[config.mk]
export PLATFORM = sky130hd
export DESIGN_NAME = dcache_ctrl
export DESIGN_NICKNAME = d
export VERILOG_FILES = /design/src/rtl/dcache_ctrl_pkg.sv /design/src/rtl/dcache_refill_buf.sv /design/src/rtl/dcache_ctrl.sv
export SDC_FILE = /design/constraint.sdc
export NUM_CORES = 1
export LEC_CHECK = 0
export BUFFER_PORTS_ARGS = -buffer_cell sky130_fd_sc_hd__buf_2
export CELL_PAD_IN_SITES_DETAIL_PLACEMENT = 1
export CELL_PAD_IN_SITES_GLOBAL_PLACEMENT = 2
export CORE_AREA = 2 2 270 272
export CTS_CLUSTER_DIAMETER = 30
export DETAILED_ROUTE_END_ITERATION = 8
export DIE_AREA = 0 0 272 274
export MAX_ROUTING_LAYER = met4
export PLACE_DENSITY_LB_ADDON = 0.1
export SYNTH_ARGS = -nofsm -noshare
export SYNTH_HDL_FRONTEND = slang
export SYNTH_SLANG_ARGS = --single-unit
[constraint.sdc]
create_clock -name clk -period 4.6 [get_ports clk]
set_clock_uncertainty 0.15 [all_clocks]
set_input_delay 0.46 -clock clk [delete_from_list [all_inputs] [get_ports clk]]
set_output_delay 0.46 -clock clk [all_outputs]
set_load 0.03 [all_outputs]
[src/rtl/dcache_ctrl_pkg.sv]
// Shared definitions for the direct-mapped data-cache controller.
// Contents: array geometry constants, controller state encoding,
// address field-slice helpers and the line word-select / byte-merge helpers.
package dcache_ctrl_pkg;

  localparam int TAG_W  = 20;
  localparam int IDX_W  = 8;
  localparam int OFF_W  = 4;
  localparam int LINE_W = 128;

  typedef enum logic [2:0] {
    S_IDLE      = 3'd0,
    S_LOOKUP    = 3'd1,
    S_MISS      = 3'd2,
    S_REPLACE   = 3'd3,
    S_REFILL    = 3'd4,
    S_REFILL_WR = 3'd5
  } state_e;

  function automatic logic [TAG_W-1:0] addr_tag(input logic [31:0] a);
    return a[31:12];
  endfunction

  function automatic logic [IDX_W-1:0] addr_idx(input logic [31:0] a);
    return a[11:4];
  endfunction

  function automatic logic [OFF_W-1:0] addr_off(input logic [31:0] a);
    return a[3:0];
  endfunction

  // Word sel (0..3) of a 128-bit line; word 0 sits in the low bits.
  function automatic logic [31:0] line_word(input logic [LINE_W-1:0] line,
                                            input logic [1:0]        sel);
    return line[{sel, 5'd0} +: 32];
  endfunction

  // Bytes whose strobe is set take new_w, the rest keep old_w.
  function automatic logic [31:0] byte_merge(input logic [31:0] old_w,
                                             input logic [31:0] new_w,
                                             input logic [3:0]  strb);
    logic [31:0] r;
    for (int b = 0; b < 4; b++) begin
      r[b*8 +: 8] = strb[b] ? new_w[b*8 +: 8] : old_w[b*8 +: 8];
    end
    return r;
  endfunction

endpackage

[src/rtl/dcache_refill_buf.sv]
// Refill line buffer: collects the four 32-bit return beats of a line fill.
// Ports:
//   clk_i, rst_ni       clock, async active-low reset
//   clr_i               clear buffer and beat counter (new request accepted)
//   cap_i, cap_data_i   store one return beat at the current counter slot
//   merge_*_i           store data byte-merged into word merge_sel_i
//   line_o              raw buffered line
//   merged_o            line with store bytes merged (when merge_en_i)
module dcache_refill_buf
  import dcache_ctrl_pkg::*;
(
  input  logic              clk_i,
  input  logic              rst_ni,
  input  logic              clr_i,
  input  logic              cap_i,
  input  logic [31:0]       cap_data_i,
  input  logic              merge_en_i,
  input  logic [1:0]        merge_sel_i,
  input  logic [3:0]        merge_strb_i,
  input  logic [31:0]       merge_data_i,
  output logic [LINE_W-1:0] line_o,
  output logic [LINE_W-1:0] merged_o
);

  logic [3:0][31:0] line_q;
  logic [1:0]       cnt_q;

  // Beat capture; the counter wraps so extra beats overwrite from word 0.
  always_ff @(posedge clk_i or negedge rst_ni) begin
    if (!rst_ni) begin
      line_q <= '0;
      cnt_q  <= 2'd0;
    end else if (clr_i) begin
      line_q <= '0;
      cnt_q  <= 2'd0;
    end else if (cap_i) begin
      line_q[cnt_q] <= cap_data_i;
      cnt_q         <= cnt_q + 2'd1;
    end else begin
      cnt_q <= cnt_q;
    end
  end

  assign line_o = line_q;

  // Store-miss merge of the requested word into the refilled line.
  always_comb begin
    merged_o = line_q;
    if (merge_en_i) begin
      merged_o[{merge_sel_i, 5'd0} +: 32] =
        byte_merge(line_q[merge_sel_i], merge_data_i, merge_strb_i);
    end else begin
      merged_o = line_q;
    end
  end

endmodule

[src/rtl/dcache_ctrl.sv]
// Direct-mapped data-cache controller (256 lines x 16 B).
// Ports:
//   CPU side   : valid/op/addr/wstrb/wdata in, addr_ok/data_ok/rdata out
//   Array side : cm_* outputs drive index/offset and hit/refill writes,
//                cm_v/cm_rtag/cm_rdata/cm_D are the array's synchronous read
//   Memory side: rd_req/rd_addr/rd_rdy line read, ret_* return beats,
//                wr_req/wr_addr/wr_data/wr_rdy dirty-victim write-back
module dcache_ctrl
  import dcache_ctrl_pkg::*;
(
  input  logic              clk,
  input  logic              resetn,
  input  logic              valid,
  input  logic              op,
  input  logic [31:0]       addr,
  input  logic [3:0]        wstrb,
  input  logic [31:0]       wdata,
  output logic              addr_ok,
  output logic              data_ok,
  output logic [31:0]       rdata,
  output logic [TAG_W-1:0]  cm_wtag,
  output logic [IDX_W-1:0]  cm_index,
  output logic [OFF_W-1:0]  cm_offset,
  output logic              cm_hit,
  output logic              cm_refill,
  output logic [3:0]        cm_wstrb,
  output logic [31:0]       cm_wdata,
  output logic [LINE_W-1:0] cm_refill_data,
  output logic              cm_set_D,
  input  logic              cm_v,
  input  logic [TAG_W-1:0]  cm_rtag,
  input  logic [LINE_W-1:0] cm_rdata,
  input  logic              cm_D,
  output logic              rd_req,
  output logic [31:0]       rd_addr,
  input  logic              rd_rdy,
  input  logic              ret_valid,
  input  logic              ret_last,
  input  logic [31:0]       ret_data,
  output logic              wr_req,
  output logic [31:0]       wr_addr,
  output logic [LINE_W-1:0] wr_data,
  input  logic              wr_rdy
);

  state_e            state_q;
  logic              op_q;
  logic [31:0]       addr_q;
  logic [3:0]        wstrb_q;
  logic [31:0]       wdata_q;
  logic [TAG_W-1:0]  vtag_q;
  logic [LINE_W-1:0] vline_q;
  logic              vdirty_q;

  logic              lookup_hit;
  logic              accept;
  logic              beat_cap;
  logic [LINE_W-1:0] buf_line;
  logic [LINE_W-1:0] buf_merged;

  assign lookup_hit = cm_v && (cm_rtag == addr_tag(addr_q));
  assign accept     = (state_q == S_IDLE) && valid;
  assign beat_cap   = (state_q == S_REFILL) && ret_valid;

  dcache_refill_buf u_refill_buf (
    .clk_i        (clk),
    .rst_ni       (resetn),
    .clr_i        (accept),
    .cap_i        (beat_cap),
    .cap_data_i   (ret_data),
    .merge_en_i   (op_q),
    .merge_sel_i  (addr_q[3:2]),
    .merge_strb_i (wstrb_q),
    .merge_data_i (wdata_q),
    .line_o       (buf_line),
    .merged_o     (buf_merged)
  );

  // Controller FSM plus request and victim latches.
  always_ff @(posedge clk or negedge resetn) begin
    if (!resetn) begin
      state_q  <= S_IDLE;
      op_q     <= 1'b0;
      addr_q   <= 32'd0;
      wstrb_q  <= 4'd0;
      wdata_q  <= 32'd0;
      vtag_q   <= {TAG_W{1'b0}};
      vline_q  <= {LINE_W{1'b0}};
      vdirty_q <= 1'b0;
    end else begin
      case (state_q)
        S_IDLE: begin
          if (valid) begin
            op_q    <= op;
            addr_q  <= addr;
            wstrb_q <= wstrb;
            wdata_q <= wdata;
            state_q <= S_LOOKUP;
          end
        end
        S_LOOKUP: begin
          if (lookup_hit) begin
            state_q <= S_IDLE;
          end else begin
            vtag_q   <= cm_rtag;
            vline_q  <= cm_rdata;
            vdirty_q <= cm_v & cm_D;
            state_q  <= S_MISS;
          end
        end
        S_MISS: begin
          // Clean victims skip the write-back entirely.
          if (!vdirty_q || wr_rdy) begin
            state_q <= S_REPLACE;
          end
        end
        S_REPLACE: begin
          if (rd_rdy) begin
            state_q <= S_REFILL;
          end
        end
        S_REFILL: begin
          if (ret_valid && ret_last) begin
            state_q <= S_REFILL_WR;
          end
        end
        S_REFILL_WR: state_q <= S_IDLE;
        default:     state_q <= S_IDLE;
      endcase
    end
  end

  // Output decode; everything is low unless the current state drives it.
  always_comb begin
    addr_ok        = 1'b0;
    data_ok        = 1'b0;
    rdata          = 32'd0;
    cm_wtag        = {TAG_W{1'b0}};
    cm_index       = addr_idx(addr_q);
    cm_offset      = addr_off(addr_q);
    cm_hit         = 1'b0;
    cm_refill      = 1'b0;
    cm_wstrb       = 4'd0;
    cm_wdata       = 32'd0;
    cm_refill_data = {LINE_W{1'b0}};
    cm_set_D       = 1'b0;
    rd_req         = 1'b0;
    rd_addr        = 32'd0;
    wr_req         = 1'b0;
    wr_addr        = 32'd0;
    wr_data        = {LINE_W{1'b0}};
    case (state_q)
      S_IDLE: begin
        addr_ok = valid;
        // Index straight from the CPU so the array read lands in LOOKUP.
        if (valid) begin
          cm_index  = addr_idx(addr);
          cm_offset = addr_off(addr);
        end else begin
          cm_index  = {IDX_W{1'b0}};
          cm_offset = {OFF_W{1'b0}};
        end
      end
      S_LOOKUP: begin
        if (lookup_hit) begin
          data_ok = 1'b1;
          if (op_q) begin
            cm_hit   = 1'b1;
            cm_wstrb = wstrb_q;
            cm_wdata = wdata_q;
            cm_set_D = 1'b1;
          end else begin
            rdata = line_word(cm_rdata, addr_q[3:2]);
          end
        end else begin
          data_ok = 1'b0;
        end
      end
      S_MISS: begin
        if (vdirty_q) begin
          wr_req  = 1'b1;
          wr_addr = {vtag_q, addr_idx(addr_q), 4'd0};
          wr_data = vline_q;
        end else begin
          wr_req = 1'b0;
        end
      end
      S_REPLACE: begin
        rd_req  = 1'b1;
        rd_addr = {addr_q[31:4], 4'd0};
      end
      S_REFILL: begin
        rd_req = 1'b0;
      end
      S_REFILL_WR: begin
        cm_refill      = 1'b1;
        cm_wstrb       = 4'b1111;
        cm_wtag        = addr_tag(addr_q);
        cm_refill_data = buf_merged;
        cm_set_D       = op_q;
        data_ok        = 1'b1;
        if (op_q) begin
          rdata = 32'd0;
        end else begin
          rdata = line_word(buf_line, addr_q[3:2]);
        end
      end
      default: begin
        addr_ok = 1'b0;
      end
    endcase
  end

endmodule

==> flow_metrics.py <==
metrics = {
    "run_status": {
        "status": "finished clean",
    },
    "power_and_ir_drop": {
        "total_power_mw": 20.2,
        "pwr-share-seq_pct": 26.3,
        "p_per_area_mw_per_mm2": 658,
        "pwr-share-comb_pct": 33.1,
        "cellInternalPower_mw": 13.0,
        "vdd_ir_drop_max_mv": 0.375,
        "p_sw_mw": 7.14,
        "p_leak_nw": 14.4,
        "swShare_pct": 35.5,
        "clkPwrFrac_pct": 40.5,
    },
    "placed_design": {
        "gp_congestion": 0.878,
        "dpl.hpwl_mm": 73.3,
        "place.port_buffers": 676,
    },
    "worst_setup_path": {
        "required_ns": 3.99,
        "r2r-start": "addr_q[17]$_DFFE_PN0P_",
        "worstSetupPathType": "input pin to primary output",
        "reg2reg_to": "vline_q[2]$_DFFE_PN0P_",
        "r2r_cells": 6,
        "endpoint": "rdata[20]",
        "cp.arrival_ns": 3.86,
        "crit_start": "cm_rtag[5]",
        "start_kind": "input pin",
        "end_kind": "primary output",
        "critPathMaxFanout": 32,
        "r2r_setup_slack_ns": 1.39,
    },
    "global_routing": {
        "first_global_vias": 20777,
        "grt.overflow.total": 0,
        "grt_pass1_wl_mm": 147,
        "grt_max_degree": 140,
        "grt_antenna_before_repair": 13,
        "track_usage_pct": 27.5,
    },
    "sta": {
        "worst_slew_pin_slew_ns": 1.00,
        "finalHoldViolCount": 0,
        "finalCriticalPeriod_ns": 4.47,
        "fmax_mhz": 224,
        "rsz0062_at_grt": "no",
        "setup_viol": 0,
        "setup_tns_ns": 0,
        "fin_crit_sh_pct": 97.1,
        "slew-limit-headroom_pct": 33.2,
        "maxSlewViolCount": 0,
    },
    "route": {
        "drc_errors": 0,
        "wl_met3_mm": 5.42,
        "drt_wl_total_mm": 102,
        "drtAntennaViolNets": 0,
        "post_drt_wl_per_cell_um": 25.9,
        "dr.pass1.iters": 5,
        "routed_via_density": 4.93,
        "wl_met2_mm": 50.2,
        "top_layer_used": "met4",
        "drt-initial-drc-count": 1166,
        "met1_length_mm": 42.7,
        "vias": 19363,
    },
    "synthesis": {
        "synthFlopType": "dfrtp_1",
        "synth_cell_type_count": 43,
        "syn_area_mm2": 0.0197,
        "yosys_warnings": 0,
        "synth_edf_count": 0,
        "postSynthAreaPerCell_um2": 10.2,
        "async_flop_share_pct": 100,
        "ys_seq_area_share_pct": 44.7,
        "synth.top_cell.area_share_pct": 44.7,
        "ys_ff_latch": 351,
        "synth_cells": 1938,
        "synthTopCellsByArea": "dfrtp_1, mux2_2, mux4_2",
        "yosysTopAreaCell": "dfrtp_1",
    },
    "finish": {
        "mostFrequentLayoutCell": "buf_2",
        "fillers": 8075,
        "area_growth_pct": 55.6,
        "drive_gt1_share_pct": 40.9,
        "nets": 3128,
        "mostFrequentLayoutCells": "buf_2, dfrtp_1, nand2_1, dlygate4sd3_1, mux2_2",
    },
    "die": {
        "dieWidth_um": 272,
        "dieHeight_um": 274,
        "io_pins": 685,
        "start_util_pct": 27.3,
        "core_area_mm2": 0.0720,
        "std_cell_rows": 99,
        "die-area_mm2": 0.0745,
    },
    "clocking": {
        "cts_tree": "built",
        "clk_pin_slew_ns": 0.04,
        "cts_root_buf": "clkbuf_16",
        "cts_sinks": 351,
        "worstSkewPairLatency_ns": 0.64,
        "cts.path.max_buffers": 3,
        "cts_setup_buffers": 0,
        "cts_max_level": 3,
        "cts_made_buffers": 112,
    },
    "run": {
        "drv_cap": 0,
    },
    "hold_path": {
        "worstHoldPathType": "input pin to register",
    },
}
## registers in the layout (all words and copies together) (netlist names)
name / count
wdata_q: 32
vdirty_q: 1
u_refill_buf.cnt_q: 2
state_q: 3
wstrb_q: 4
vline_q: 128
u_refill_buf.line_o: 128
vtag_q: 20
addr_q: 32
op_q: 1
## Yosys cell counts (all sizes together) (3+ instances only)
master,number
dfrtp,351
nand2,316
mux2,247
and2,194
nor2,134
a21oi,129
a22oi,128
clkbuf,105
buf,69
mux4,64
and3,49
inv,41
o21ai,39
xor2,16
a22o,10
ha,9
nor4,6
xnor2,5
nand2b,3
nor4b,3
o21a,3
## critical path, stage by stage
cell           delay, ns
dlygate4sd3_1       0.55
buf_2               0.15
xor2_1              0.18
nor4_2              0.57
nand4_1             0.22
or4_4               0.80
o21ai_1             0.58
buf_2               0.31
## layer usage
layer | vias up | track usage [%]
li1 | 8604 | -
met3 | 197 | 5.97
met1 | 9924 | 33.5
met2 | 638 | 45.0
met5 | - | -
met4 | 0 | 9.57
## through the flow
stage | std cells | cell area, µm² | util [%] | hold WS (ns) | worst slack, ns
after global routing | 3928 | 30600 | 42.5 | 0.0204 | 0.0860
after floorplan | 1945 | 19700 | - | 0.0144 | 1.15
after CTS | 3914 | 30600 | 42.5 | 0.00555 | 0.146
after global placement | 3457 | 24000 | 33.4 | 0.317 | 0.749
after detailed placement | 3457 | 24000 | 33.4 | 0.323 | 0.737
final | 3928 | 30600 | 42.5 | 0.0467 | 0.134
## worst min path at each step
stage,depth (start not counted),slack [ns],start,end
2_1_floorplan,0,0.01,resetn,addr_q[0]$_DFFE_PN0P_
3_3_place_gp,1,0.32,vtag_q[8]$_DFFE_PN0P_,vtag_q[8]$_DFFE_PN0P_
3_5_place_dp,1,0.32,vline_q[61]$_DFFE_PN0P_,vline_q[61]$_DFFE_PN0P_
4_1_cts,3,0.006,cm_D,vdirty_q$_DFFE_PN0P_
5_1_grt,2,0.02,wdata[19],wdata_q[19]$_DFFE_PN0P_
6_report,3,0.05,cm_D,vdirty_q$_DFFE_PN0P_
## cell families (layout without fill, tap and decap cells)
group | Yosys count | after routing | synth area share (%)
AO/OA/AOI/OAI | 313 | 313 | 9.88
multiplexers | 313 | 313 | 21.6
buffers and inverters | 215 | 1225 | 5.06
flip-flops | 351 | 351 | 44.7
adder cells (fa/ha/maj) | 9 | 9 | 0.572
AND/OR/NAND/NOR | 715 | 715 | 17.3
XOR/XNOR | 21 | 21 | 0.935
other | 1 | 22 | 0.0191
## power by group through the flow
stage,registers (mW),clock network (mW),logic (mW)
finish,5.30,8.17,6.68
global route,5.47,8.48,7.14
CTS,5.30,8.29,6.70
global placement,5.28,0,6.39
floorplan,4.77,0,4.73
detailed placement,5.34,0,6.47
## final cells by class
cell class                 count  area, µm²  area share [%]
antenna                       14       35.0           0.114
clock buffer                 151       3180            10.4
clock inverter                57        873            2.85
inverter                      41        154           0.503
multi-input combinational   1379      10000            32.7
sequential                   351       8790            28.7
tap                          959       1200            3.92
timing repair buffer         976       6380            20.8
## timing repair
item	in CTS	in global routing
hold buffers	249	0
resized for setup	0	0
hold endpoints to repair	441	0
Note: power is estimated with default switching activity, not from simulation.
